==> src/rtl/conv_egress.sv <==
// Egress FIFO + AXI4-Stream master for the convolution engine, with early stall toward the pipeline.
// Optional line/frame checker compiled in with `define CONV_EGRESS_CHECK_EN.
package conv_pkg;
  localparam int PIXEL_W = 8;
  typedef logic [PIXEL_W-1:0] pixel_t;
endpackage

module conv_egress #(
  parameter int DEPTH     = 8,
  parameter int STALL_LAT = 3
) (
  input  logic                        clk,
  input  logic                        arst_n,
  input  logic                        res_vld_i,
  input  logic [conv_pkg::PIXEL_W-1:0] res_data_i,
  input  logic                        res_sof_i,
  input  logic                        res_eol_i,
  output logic                        res_stall_o,
  output logic                        m_tvalid_o,
  output logic [conv_pkg::PIXEL_W-1:0] m_tdata_o,
  output logic                        m_tuser_o,
  output logic                        m_tlast_o,
  input  logic                        m_tready_i,
  output logic [2:0]                  err_o
);
  localparam int AW = $clog2(DEPTH);
  localparam logic [AW:0] DEPTH_C  = (AW+1)'(DEPTH);
  localparam logic [AW:0] STALL_TH = (AW+1)'(DEPTH - STALL_LAT);

  typedef struct packed {
    logic                         sof;
    logic                         eol;
    logic [conv_pkg::PIXEL_W-1:0] data;
  } entry_t;

  entry_t      mem [DEPTH];
  entry_t      head;
  logic [AW:0] wr_ptr, rd_ptr, count;
  logic        empty, full, push, pop, ovf;
  logic        err_ovf, err_len, err_sof;

  assign count = wr_ptr - rd_ptr;
  assign empty = (count == '0);
  assign full  = (count == DEPTH_C);
  assign pop   = ~empty & m_tready_i;
  // A pop frees the slot in the same cycle, so a full FIFO can still accept while draining.
  assign push  = res_vld_i & (~full | pop);
  assign ovf   = res_vld_i & full & ~pop;

  // NOTE: storage has no reset; the empty mask on the outputs hides stale contents.
  always_ff @(posedge clk) begin
    if (push) mem[wr_ptr[AW-1:0]] <= entry_t'{sof: res_sof_i, eol: res_eol_i, data: res_data_i};
  end

  // NOTE: sequential state uses non-blocking assignments so every flop samples pre-edge values.
  always_ff @(posedge clk or negedge arst_n) begin
    if (!arst_n) begin
      wr_ptr  <= '0;
      rd_ptr  <= '0;
      err_ovf <= 1'b0;
    end else begin
      if (push) wr_ptr <= wr_ptr + 1'b1;
      if (pop)  rd_ptr <= rd_ptr + 1'b1;
      if (ovf)  err_ovf <= 1'b1;
    end
  end

  assign head        = mem[rd_ptr[AW-1:0]];
  assign m_tvalid_o  = ~empty;
  assign m_tdata_o   = empty ? '0 : head.data;
  assign m_tuser_o   = ~empty & head.sof;
  assign m_tlast_o   = ~empty & head.eol;
  assign res_stall_o = (count >= STALL_TH);

`ifdef CONV_EGRESS_CHECK_EN
  logic [15:0] col, line_len, col_len;
  logic        len_vld, armed;

  // A pushed SOF discards any latched length so the first line of the new frame sets it.
  assign col_len = col + 16'd1;
  assign armed   = len_vld & ~res_sof_i;

  always_ff @(posedge clk or negedge arst_n) begin
    if (!arst_n) begin
      col      <= '0;
      line_len <= '0;
      len_vld  <= 1'b0;
      err_len  <= 1'b0;
      err_sof  <= 1'b0;
    end else if (push) begin
      if (res_sof_i && col != '0) err_sof <= 1'b1;
      if (res_sof_i) len_vld <= 1'b0;
      if (res_eol_i) begin
        col <= '0;
        if (armed && col_len != line_len) err_len <= 1'b1;
        if (!armed) begin
          line_len <= col_len;
          len_vld  <= 1'b1;
        end
      end else begin
        col <= col_len;
      end
    end
  end
`else
  assign err_len = 1'b0;
  assign err_sof = 1'b0;
`endif

  assign err_o = {err_sof, err_len, err_ovf};
endmodule

==> config.mk <==
export PLATFORM = sky130hd
export DESIGN_NAME = conv_egress
export DESIGN_NICKNAME = d
export VERILOG_FILES = /design/src/rtl/conv_egress.sv
export SDC_FILE = /design/constraint.sdc
export NUM_CORES = 1
export LEC_CHECK = 0
export CAP_MARGIN = 5
export CORE_MARGIN = 2
export CORE_UTILIZATION = 35
export CTS_CLUSTER_SIZE = 25
export DETAILED_ROUTE_END_ITERATION = 8
export HOLD_SLACK_MARGIN = 0.12
export PLACE_DENSITY = 0.51
export SYNTH_ARGS = -nofsm -noshare
export SYNTH_HDL_FRONTEND = slang
export SYNTH_SLANG_ARGS = --single-unit
==> constraint.sdc <==
create_clock -name clk -period 8.64 [get_ports clk]
set_clock_uncertainty 0.2 [all_clocks]
set_input_delay 1.296 -clock clk [delete_from_list [all_inputs] [get_ports clk]]
set_output_delay 1.296 -clock clk [all_outputs]
set_load 0.03 [all_outputs]
==> After elaboration in Yosys (flattened, before gate mapping) <==
Memories as Yosys holds them, arrays and structs flattened.
Cells that the tools add are included.
{ "totals": {"regBits": 9, "latchBits": 0, "mem_bits_rw": 80, "mem_bits_ro": 0, "in_bits": 14, "out_inout_bits": 15, "elab_cells": 23, "mem_count": 1} }
{ "mem_list": {"columns": ["name", "depth", "width", "read_ports", "rd_ports_with_merged_regs", "write_ports", "line_no", "text"], "rows": [
  ["mem", 8, 10, 1, 0, 1, "36", "entry_t mem [DEPTH];"]
]} }
{ "classes": {"addsub": 3, "mul": 0, "div_mod_pow": 0, "magnitude_cmp": 1, "eq_ne": 1, "shift": 0, "mux": 3, "bitwise": 10, "reduce_logical": 1} }
{ "ops": {"columns": ["op", "count"], "rows": [
  ["4-bit by 1-bit adder with 4-bit output (second input constant)", 2],
  ["8-bit 2-to-1 mux", 1],
  ["1-bit AND", 6],
  ["4-bit equality test (second input constant)", 1],
  ["4-bit by 3-bit >= comparator with 1-bit output (second input constant)", 1],
  ["4-bit zero test", 1],
  ["4-bit subtractor", 1],
  ["1-bit inverter", 3],
  ["1-bit 2-to-1 mux", 2],
  ["1-bit OR", 1]
]} }

==> Logic depth before layout (Yosys ltp) <==
{ "logic_depth": {"word_depth": 8, "ltp_mapped": 9, "ltp_nobuf": 8} }

==> Least setup slack after synthesis <==
Ideal clock, no wire load.
{ "synth_timing": {"path_type": "register to output", "start": "reg rd_ptr[1]", "end": "out m_tdata_o[0] in the netlist's numbering", "arrival_ns": 2.382, "required_time_ns": 7.144, "slack_ns": 4.762, "stages_incl_launch_ff": 9, "n_path_buf": 2, "cell_sequence": "dfrtp_1 -> clkbuf_1 -> inv_1 -> fa_1 -> xnor2_1 -> nand2_1 -> nor3_1 -> buf_2 -> a21oi_1"} }
{ "synth_between": {"elab_chain_len": 3, "elab_cells_between_ends": 4, "classes_between": "1 x add/sub; 1 x mux; 1 x reduce/logical; 1 x memory"} }
{ "synth_lines": {"columns": ["item", "line_no", "text"], "rows": [
  ["start: declaration", "38", "logic [AW:0] wr_ptr, rd_ptr, count;"],
  ["start signal: assignment", "63", "if (pop) rd_ptr <= rd_ptr + 1'b1;"],
  ["4-bit subtractor", "42", "assign count = wr_ptr - rd_ptr;"],
  ["4-bit zero test", "43", "assign empty = (count == '0);"],
  ["8-bit 2-to-1 mux *", "70", "assign m_tdata_o = empty ? '0 : head.data;"],
  ["end: declaration", "20", "output logic [conv_pkg::PIXEL_W-1:0] m_tdata_o,"]
]} }
Mark *: on every way between the ends. The rest lies on a longest branch, timed or not.

==> Final worst setup path <==
{ "layout_timing": {"start": "reg rd_ptr[1]", "end": "out m_tdata_o[1] in the netlist's numbering"} }
The elaborated chain is that of the path after synthesis.

==> results by group <==
Floorplan
  – Initial Utilization: 35.60%
  – Chip height: 108.5 um
  – I/O pin count: 29
  – Core area: 10750 sq um
  – Die ar.: 11780 sq um
  – Num rows: 38
  – Horiz. Die Dim: 108.5 um

Drt
  – Avg Vias per Cell: 4.908
  – Average routed wire per standard cell: 18.61 um
  – 1st-iter DRT viols: 85
  – DRC errors left: 0
  – ANT nets after route: 0
  – Detailed Routing Iterations Pass 1: 4
  – Routed wire length: 7312 um
  – Vias: 1929

Final layout
  – Area growth, synth to finish: 15.01%
  – Diode count: 0
  – Layout Nets: 268
  – Multi-input logic area: 1102 sq um
  – Commonest non-fill, non-tap cell in the layout: edfxtp_1
  – Layout cells sized above 1: 22.53%
  – Commonest cells after routing, fill and taps aside: 80 x edfxtp_1, 26 x nand2_1, 26 x clkdlybuf4s50_1
  – Final Util: 40.94%
  – FF/Latch Area: 2628 sq um
  – FILL cells: 1002

Outcome
  – Status: completed

Global routing
  – Largest net degree at the start of global routing: 25
  – First-pass GRT wire length: 11360 um
  – Gr usage total: 13.49%
  – Grt ovf: 0
  – Initial antenna violation count: 0
  – Vias in the first global route: 1982

Timing
  – Fin. Hold Viols: 0
  – Share of the clock period used by the worst path: 66.94%
  – Final Setup Violations: 0
  – Min Tclk post-route: 5783 ps
  – Fin Setup TNS: 0 ps
  – Worst-Margin Slew: 1071 ps
  – RSZ-0062 raised after global routing: false
  – Slew Viols, Final: 0
  – Max-slew headroom: 28.21%
  – Fmax achieved: 172.9 MHz

Worst setup path
  – Setup Crit Path Kind: reg2out
  – Worst path max stage delay: 1050 ps
  – Buf/Inv on CP: 2
  – Startpoint Class: register
  – WP data required: 7140 ps
  – Worst-path cell chain: inv_1 > fa_1 > xnor2_1 > nand2_1 > nor3_2 > a21oi_1 > clkdlybuf4s50_1
  – R2R Path Start: rd_ptr[1]
  – Slowest library cell on the worst path: dfrtp_1
  – R2r worst-path depth: 6
  – CP endpoint kind: output port
  – Delay-heaviest family, CP: simple AND/OR/NAND/NOR gates
  – Reg-to-Reg End: mem[0][2]
  – Data arrival time of the critical path: 4290 ps
  – CP Max Fanout: 24
  – Worst R2R Setup Slack: 4630 ps

Clock tree
  – CTS hold repair buffers: 0
  – Clock tree buffer depth: 2
  – Clock Latency Late Sink: 360 ps
  – TritonCTS Sinks: 89
  – Num CTS Buffers: 9
  – H-tree levels: 3
  – CTS tree: built
  – Post-CTS sizing: 0
  – CTS clk-pin slew, worst paths: 100 ps
  – Clk root buf: clkbuf_8
  – Post-CTS Setup Repair Bufs: 0

Flow run
  – Max Cap Viol: 0

Power
  – Power per cell area: 386.0 nW/um^2
  – Clock share of power: 15.5%
  – Design Power: 1.698 mW
  – Psw: 0.6958 mW
  – Gate power share: 47.8%
  – Int Pwr: 1.002 mW
  – Leak pwr: 1.437 nW
  – Sequential fraction of design power: 36.6%
  – Net Sw Frac: 40.97%
  – VDD IR max: 177.7 uV

Placed design
  – Final HPWL DP: 4354 um
  – Port bufs: 26
  – RePlAce Congestion: 0.7826

Synth
  – Post-Synth XOR/XNOR Area: 1.374%
  – Warnings, synthesis: 0
  – Post-synthesis compound-gate area fraction: 5.365%
  – Post-synth ARST share: 10.11%
  – Largest family of logic cells by synthesized area: multiplexers
  – Post-synthesis adder-cell area fraction: 2.159%
  – Post-synthesis instance total: 219
  – Post-synth EDFFs: 80
  – Seq cells post-synth: 89
  – Mapped Area: 3825 sq um
  – Sequential area share after synthesis: 68.69%
  – Avg Cell Area, Syn: 17.47 sq um
  – Distinct cell type count after synthesis: 44
  – Simple-Gate Fraction of Synth Area: 7.524%
  – Synth Flop Type: edfxtp_1
  – Multiplexer share of the synthesized area: 12.07%

Worst hold path
  – Worst Hold Depth: 1
  – Worst Hold Path EP: err_ovf
  – HP Start: err_ovf
  – Hold Crit Class: reg2reg
-- sequential cells by signal, summed over array words and instances (netlist names) --
name     flops
mem         80
rd_ptr       4
wr_ptr       4
err_ovf      1
-- final cells by class --
cell class / count / area share [%]
sequential: 89 / 59.73
clock inverter: 6 / 1.138
clock buffer: 10 / 2.901
timing repair buffer: 31 / 6.769
tap: 140 / 3.982
inverter: 5 / 0.4266
multi-input combinational: 112 / 25.06
-- logic make-up (layout without fill, tap and decap cells) --
logic type / count (synthesis) / count (layout)
flip-flops: 89 / 89
AND/OR/NAND/NOR: 51 / 51
AO/OA/AOI/OAI: 26 / 26
multiplexers: 21 / 21
buffers and inverters: 19 / 52
adder cells (fa/ha/maj): 6 / 6
XOR/XNOR: 6 / 6
other: 1 / 2
-- worst max-delay path by stage --
stage	endpoint	startpoint	cells after the start	slack [ps]
2_1_floorplan	m_tdata_o[0]	rd_ptr[1]	8	4760
3_3_place_gp	m_tdata_o[3]	rd_ptr[1]	7	3240
3_5_place_dp	m_tdata_o[7]	rd_ptr[1]	7	3210
4_1_cts	m_tdata_o[3]	rd_ptr[1]	7	2790
5_1_grt	m_tdata_o[3]	rd_ptr[1]	7	2550
6_report	m_tdata_o[1]	rd_ptr[1]	7	2860
-- layer usage --
layer,track usage [%],share of wire (%)
met5,0,0
met4,3.571,0.74
met3,3.737,3.4
met2,21.43,48
met1,18.36,48
-- worst register-to-register path, stage by stage (launching register included) --
cell and delay, ps:
dfrtp_1 1050, inv_1 210, fa_1 460, xnor2_1 180, and3b_1 260, o21a_1 330
nor3_2 930
-- synth_stat cells (3+ instances only) --
cell	number	area [sq um]
a21oi_1	12	60.06
mux4_2	20	450.4
inv_1	4	15.01
nand3b_1	3	22.52
ha_1	5	62.56
edfxtp_1	80	2402
nor3b_2	3	37.54
nor3_2	4	40.04
clkbuf_1	5	18.77
xnor2_1	4	35.03
buf_4	4	30.03
nand2_1	26	97.59
nor3_1	3	15.01
dfrtp_1	9	225.2
-- metrics by stage --
stage	area, sq um	setup WS [ps]	hold slack [ps]	cells
floorplan	3829	4762	228.9	220
global placement	4222	3241	243.0	377
detailed placement	4222	3212	248.2	377
CTS	4399	2789	274.8	393
global route	4399	2553	290.9	393
finish	4399	2857	277.1	393
-- power groups by stage --
stage          Sequential, mW  Clock (mW)  Combinational (mW)
6_report                0.622       0.264               0.813
5_1_grt                 0.633       0.283               0.886
4_1_cts                 0.624       0.270               0.826
3_5_place_dp            0.634           0               0.822
3_3_place_gp            0.635           0               0.825
2_1_floorplan           0.592           0               0.605
(Power assumes the default switching activity.)
